==> config.mk <==
export PLATFORM = sky130hd
export DESIGN_NAME = conv_sysarr_dbbuf_div_seq_11s_8ns
export DESIGN_NICKNAME = d
export VERILOG_FILES = /design/src/rtl/conv_sysarr_div_pkg.sv /design/src/rtl/conv_sysarr_div_step.sv /design/src/rtl/conv_sysarr_dbbuf_div_seq_11s_8ns.sv
export SDC_FILE = /design/constraint.sdc
export NUM_CORES = 1
export LEC_CHECK = 0
export ABC_AREA = 1
export CAP_MARGIN = 20
export CORE_MARGIN = 2
export CORE_UTILIZATION = 45
export CTS_CLUSTER_DIAMETER = 100
export DETAILED_ROUTE_END_ITERATION = 16
export GPL_TIMING_DRIVEN = 1
export PLACE_DENSITY = 0.62
export SYNTH_ARGS = -nofsm -noshare
export SYNTH_HDL_FRONTEND = slang
export SYNTH_SLANG_ARGS = --single-unit
==> constraint.sdc <==
create_clock -name clk -period 3 [get_ports clk]
set_clock_uncertainty 0.05 [all_clocks]
set_input_delay 0.45 -clock clk [delete_from_list [all_inputs] [get_ports clk]]
set_output_delay 0.45 -clock clk [all_outputs]
set_load 0.005 [all_outputs]
==> src/rtl/conv_sysarr_div_pkg.sv <==
// Shared definitions for the conv systolic-array sequential divider.
// Holds the default operand widths, the quotient saturation constants
// used for divide-by-zero, and the divider FSM state encoding.
package conv_sysarr_div_pkg;

  localparam int DIN0_W = 11;
  localparam int DIN1_W = 8;
  localparam int DOUT_W = 11;

  // Saturation values for a DOUT_W-bit signed quotient: 1023 and -1024 at defaults.
  localparam logic [DOUT_W-1:0] QMAX = {1'b0, {(DOUT_W-1){1'b1}}};
  localparam logic [DOUT_W-1:0] QMIN = {1'b1, {(DOUT_W-1){1'b0}}};

  typedef enum logic [1:0] {
    IDLE = 2'd0,
    CALC = 2'd1,
    FIX  = 2'd2,
    DONE = 2'd3
  } divState_t;

endpackage

==> src/rtl/conv_sysarr_div_step.sv <==
// One restoring-division step, purely combinational.
// Shifts the next dividend bit into the partial remainder and subtracts the
// divisor when it fits, producing one quotient bit.
// Ports:
//   remAcc_i  - partial remainder before this step (always < divisor)
//   divisor_i - unsigned divisor
//   nextBit_i - next dividend bit, MSB first
//   remAcc_o  - partial remainder after this step
//   qBit_o    - quotient bit produced by this step
module conv_sysarr_div_step #(
  parameter int DW = 8
) (
  input  logic [DW-1:0] remAcc_i,
  input  logic [DW-1:0] divisor_i,
  input  logic          nextBit_i,
  output logic [DW-1:0] remAcc_o,
  output logic          qBit_o
);

  logic [DW:0] trial;

  // The trial value needs one extra bit; once the divisor has been
  // subtracted the result is below the divisor again and fits in DW bits.
  always_comb begin
    trial = {remAcc_i, nextBit_i};
    if (trial >= {1'b0, divisor_i}) begin
      qBit_o   = 1'b1;
      remAcc_o = DW'(trial - {1'b0, divisor_i});
    end else begin
      qBit_o   = 1'b0;
      remAcc_o = trial[DW-1:0];
    end
  end

endmodule

==> src/rtl/conv_sysarr_dbbuf_div_seq_11s_8ns.sv <==
// Sequential signed-by-unsigned divider (11-bit signed / 8-bit unsigned).
// Restoring algorithm, one quotient bit per enabled clock, with valid/ready
// handshakes on input and output and a global clock enable that stalls all state.
// The quotient is truncated toward zero and the remainder takes the dividend's sign.
// A zero divisor flags div_zero and saturates the quotient with the same latency.
// Ports:
//   clk, reset          - rising-edge clock, synchronous active-high reset
//   ce                  - clock enable, 0 freezes every register
//   in_valid/in_ready   - operand handshake, in_ready only while idle
//   din0, din1          - signed dividend, unsigned divisor
//   out_valid/out_ready - result handshake
//   dout, rem, div_zero - quotient, remainder, divide-by-zero flag
module conv_sysarr_dbbuf_div_seq_11s_8ns
  import conv_sysarr_div_pkg::*;
#(
  parameter int ID         = 1,
  parameter int NUM_STAGE  = 1,
  parameter int din0_WIDTH = DIN0_W,
  parameter int din1_WIDTH = DIN1_W,
  parameter int dout_WIDTH = DOUT_W
) (
  input  logic                  clk,
  input  logic                  reset,
  input  logic                  ce,
  input  logic                  in_valid,
  output logic                  in_ready,
  input  logic [din0_WIDTH-1:0] din0,
  input  logic [din1_WIDTH-1:0] din1,
  output logic                  out_valid,
  input  logic                  out_ready,
  output logic [dout_WIDTH-1:0] dout,
  output logic [din1_WIDTH:0]   rem,
  output logic                  div_zero
);

  localparam int N     = din0_WIDTH;
  localparam int DW    = din1_WIDTH;
  localparam int RW    = din1_WIDTH + 1;
  localparam int CNT_W = $clog2(N + 1);

  divState_t        state_q,    state_d;
  logic [CNT_W-1:0] cnt_q,      cnt_d;
  logic             neg_q,      neg_d;
  logic [N-1:0]     dvd_q,      dvd_d;
  logic [N-1:0]     quo_q,      quo_d;
  logic [DW-1:0]    remAcc_q,   remAcc_d;
  logic [DW-1:0]    divisor_q,  divisor_d;
  logic             outValid_q, outValid_d;
  logic [N-1:0]     dout_q,     dout_d;
  logic [RW-1:0]    rem_q,      rem_d;
  logic             divZero_q,  divZero_d;

  logic [DW-1:0]    stepRem;
  logic             stepBit;
  logic [RW-1:0]    remMag;
  logic             unusedParams;

  // ID and NUM_STAGE only exist so generated instantiations keep working.
  assign unusedParams = ^{ID, NUM_STAGE};

  // A single step instance is reused on every CALC cycle; the dividend
  // register shifts left so its MSB is always the next bit to bring down.
  conv_sysarr_div_step #(
    .DW (DW)
  ) uStep (
    .remAcc_i  (remAcc_q),
    .divisor_i (divisor_q),
    .nextBit_i (dvd_q[N-1]),
    .remAcc_o  (stepRem),
    .qBit_o    (stepBit)
  );

  assign remMag    = {1'b0, remAcc_q};
  assign in_ready  = (state_q == IDLE) & ~reset;
  assign out_valid = outValid_q;
  assign dout      = dout_q;
  assign rem       = rem_q;
  assign div_zero  = divZero_q;

  // Next-state and datapath logic. Everything defaults to holding its value,
  // so only the fields touched in each state are assigned. The dividend is
  // stored as a magnitude; -2^(N-1) becomes 2^(N-1), which still fits in N
  // unsigned bits. Sign correction happens once, in FIX.
  always_comb begin
    state_d    = state_q;
    cnt_d      = cnt_q;
    neg_d      = neg_q;
    dvd_d      = dvd_q;
    quo_d      = quo_q;
    remAcc_d   = remAcc_q;
    divisor_d  = divisor_q;
    outValid_d = outValid_q;
    dout_d     = dout_q;
    rem_d      = rem_q;
    divZero_d  = divZero_q;
    unique case (state_q)
      IDLE: begin
        if (in_valid) begin
          neg_d     = din0[N-1];
          dvd_d     = din0[N-1] ? (~din0 + N'(1)) : din0;
          divisor_d = din1;
          quo_d     = '0;
          remAcc_d  = '0;
          cnt_d     = '0;
          state_d   = CALC;
        end
      end
      CALC: begin
        dvd_d    = {dvd_q[N-2:0], 1'b0};
        quo_d    = {quo_q[N-2:0], stepBit};
        remAcc_d = stepRem;
        cnt_d    = cnt_q + CNT_W'(1);
        if (cnt_q == CNT_W'(N - 1)) begin
          state_d = FIX;
        end
      end
      FIX: begin
        if (divisor_q == '0) begin
          divZero_d = 1'b1;
          rem_d     = '0;
          dout_d    = neg_q ? N'(QMIN) : N'(QMAX);
        end else begin
          divZero_d = 1'b0;
          rem_d     = neg_q ? (~remMag + RW'(1)) : remMag;
          dout_d    = neg_q ? (~quo_q + N'(1)) : quo_q;
        end
        outValid_d = 1'b1;
        state_d    = DONE;
      end
      DONE: begin
        if (out_ready) begin
          outValid_d = 1'b0;
          state_d    = IDLE;
        end
      end
      default: state_d = IDLE;
    endcase
  end

  // State register. Reset wins over ce; otherwise nothing moves unless ce is
  // high, which makes a stall invisible apart from the added delay.
  always_ff @(posedge clk) begin
    if (reset) begin
      state_q    <= IDLE;
      cnt_q      <= '0;
      neg_q      <= 1'b0;
      dvd_q      <= '0;
      quo_q      <= '0;
      remAcc_q   <= '0;
      divisor_q  <= '0;
      outValid_q <= 1'b0;
      dout_q     <= '0;
      rem_q      <= '0;
      divZero_q  <= 1'b0;
    end else if (ce) begin
      state_q    <= state_d;
      cnt_q      <= cnt_d;
      neg_q      <= neg_d;
      dvd_q      <= dvd_d;
      quo_q      <= quo_d;
      remAcc_q   <= remAcc_d;
      divisor_q  <= divisor_d;
      outValid_q <= outValid_d;
      dout_q     <= dout_d;
      rem_q      <= rem_d;
      divZero_q  <= divZero_d;
    end
  end

endmodule

==> flow_summary.json <==
{
  "rr_startpoint": "state_q[1]",
  "avgViaCountPerCell": 5.13,
  "yosysWarnings": 0,
  "rsz0062_at_grt": "false",
  "synth_commonest_cells": "nand2_1 (142), inv_1 (74), dfxtp_1 (67)",
  "final_max_slew_viol_count": 0,
  "ys_ff_latch": 67,
  "synthCells": 590,
  "yosysSeqAreaShare": 0.338,
  "ioPinCount": 47,
  "die_area_um2": 9580,
  "die_h_um": 97.9,
  "coreArea_um2": 8640,
  "synthXorXnorAreaFrac": 0.0221,
  "cts_resized": 0,
  "clock_path_buffers": 2,
  "hold_buffers": 0,
  "die_w_um": 97.9,
  "wl_per_cell_um": 12.8,
  "start_util": 0.459,
  "status": "finished clean",
  "crit_type": "reg -> reg",
  "synth_most_common_cell": "nand2_1",
  "hp-start": "rem[7]",
  "grt_max_degree": 37,
  "yosys.area_share.adder": 0.0587,
  "root_buffer": "clkbuf_8",
  "setup.worst_path.start": "state_q[1]",
  "synthTopCellsByArea": "dfxtp_1 (34%), nand2_1 (13%), nand3_1 (7.4%), inv_1 (7.0%), a21oi_1 (6.9%)",
  "fin_crit_ps": 2310,
  "synth_cell_types": 36,
  "postRouteAntennaNets": 0,
  "diodes": 0,
  "yosys.area.top_type": "dfxtp_1",
  "setup_tns_ps": 0,
  "synth.area.mux_share": 0,
  "hpwl_mm": 6.87,
  "leakagePower_nw": 2.02,
  "worst_slack_ps": 691,
  "setup_violations": 0,
  "fmaxAchievable_mhz": 433,
  "clk_latency_ps": 350,
  "synth_top_area_share": 0.338,
  "tightestPinTransition_ps": 705,
  "slew_headroom": 0.530,
  "post-route-util": 0.546,
  "drive_above_1_share": 0.0662,
  "syn_nets": 632,
  "fin_worst_hold_slack_ps": 414,
  "numPortBuffers": 46,
  "grt_pass1_wl_mm": 16.4,
  "clock-sinks": 67,
  "synth_compound_area_frac": 0.151,
  "drt_pass1_iterations": 4,
  "synth-simple-area-share": 0.321,
  "post_synth.cell_area_avg_um2": 6.72,
  "required_ps": 3200,
  "grt_pass1_vias": 3612,
  "dp_slack_ps": 572,
  "syn_area_um2": 3970,
  "place.gp.congestion": 0.874,
  "cts_made_buffers": 9,
  "track_usage": 0.208,
  "grt_overflow_total": 0,
  "synth_top_family_by_area": "simple AND/OR/NAND/NOR gates",
  "crit_fanout": 29,
  "synth-edff-count": 0,
  "via_count": 3804,
  "critPathLaunchType": "flop",
  "end_kind": "flop",
  "cts_tree": "yes",
  "arrival_ps": 2510,
  "num_rows": 34,
  "drc": 0,
  "rr_worst_depth": 10,
  "cap_violations": 0,
  "htree_levels": 3,
  "synthArstFlopShare": 0,
  "nets": 671,
  "antenna_found_initial": 0,
  "synth_flop_cell": "dfxtp_1",
  "powerDensity_nw_per_um2": 562,
  "area_growth_pct": 18.8,
  "hold_path_depth": 2,
  "min_period_over_period": 0.770,
  "wl_mm": 9.49,
  "hold_class": "reg -> reg",
  "ir_worst_vdd_mv": 0.235,
  "postCtsSetupBuffers": 0,
  "clkTransAtPathRegs_ps": 80,
  "finalHoldViolations": 0,
  "drtIter0Drc": 166
}
[cell families after synthesis]
kind of cell,count (synthesis)
xor+xnor,10
flops,67
compound gates,111
simple gates,282
fa+ha+maj,18
buf+inv,102
[cell type report]
cell class / instances / area, µm²
Tap cell: 108 / 135
Timing Repair Buffer: 53 / 513
Inverter: 77 / 294
Sequential cell: 67 / 1340
Clock buffer: 11 / 151
Clock inverter: 5 / 85.1
Multi-Input combinational cell: 421 / 2190
Fill cell: 885 / 3920
[power breakdown]
| group | internal [W] | switching [W] |
|---|---|---|
| clock | 0.000516 | 0.000365 |
| combinational | 0.000294 | 0.000496 |
| sequential | 0.000943 | 0.0000373 |
[critical path, cell delays in order (launching register included)]
cell,delay (ps)
dfxtp_1,360
inv_1,80
ha_1,330
inv_4,220
nor2_4,70
nor2_4,530
inv_2,270
nor2_1,150
nor2_1,50
nand2_1,60
inv_1,30
[routing by layer]
layer / vias up / share of wire / global-route usage
met5: - / 0 / 0
met4: 0 / 0.018 / 0.0844
met3: 15 / 0.034 / 0.0351
met2: 72 / 0.45 / 0.340
met1: 1714 / 0.50 / 0.272
li1: 2003 / - / -
[stage by stage]
step | instance area (µm²) | cells | total power, W
after global routing | 4710 | 742 | 0.00283
after CTS | 4710 | 742 | 0.00267
after detailed placement | 4480 | 726 | 0.00179
final | 4710 | 742 | 0.00265
after global placement | 4480 | 726 | 0.00178
after floorplan | 3970 | 590 | 0.00159
[flip-flops by register name (all words and copies together), names as in the netlist]
name and count:
dout 11, dvd_q 11, quo_q 11, rem 9, divisor_q 8, remAcc_q 8, cnt_q 4, state_q 2
div_zero 1, neg_q 1, out_valid 1
[worst paths after layout]
path / to / slack (ps)
min: rem[7] / 410
max: dvd_q[3] / 690
max reg2reg: dvd_q[3] / 690
min reg2reg: rem[7] / 410
[placed cells by master (no fill, tap or decap), types with 2 or more instances in the layout]
cell | Yosys | final
a211oi_1 | 3 | 3
a21oi_1 | 55 | 55
a21oi_2 | 2 | 2
a31oi_1 | 5 | 5
buf_4 | 4 | 7
bufinv_16 | 0 | 2
clkbuf_8 | 0 | 11
clkdlybuf4s50_1 | 0 | 46
clkinv_4 | 0 | 2
dfxtp_1 | 67 | 67
ha_1 | 17 | 17
inv_1 | 74 | 74
inv_4 | 2 | 2
nand2_1 | 142 | 142
nand3_1 | 59 | 59
nand3_2 | 2 | 2
nand3b_1 | 3 | 3
nand4_1 | 11 | 11
nor2_1 | 46 | 46
nor2_4 | 5 | 5
nor3_1 | 6 | 6
o211ai_1 | 7 | 7
o21ai_0 | 37 | 37
or2_2 | 3 | 3
xnor2_1 | 2 | 2
xor2_1 | 8 | 8
(Power assumes the default switching activity.)
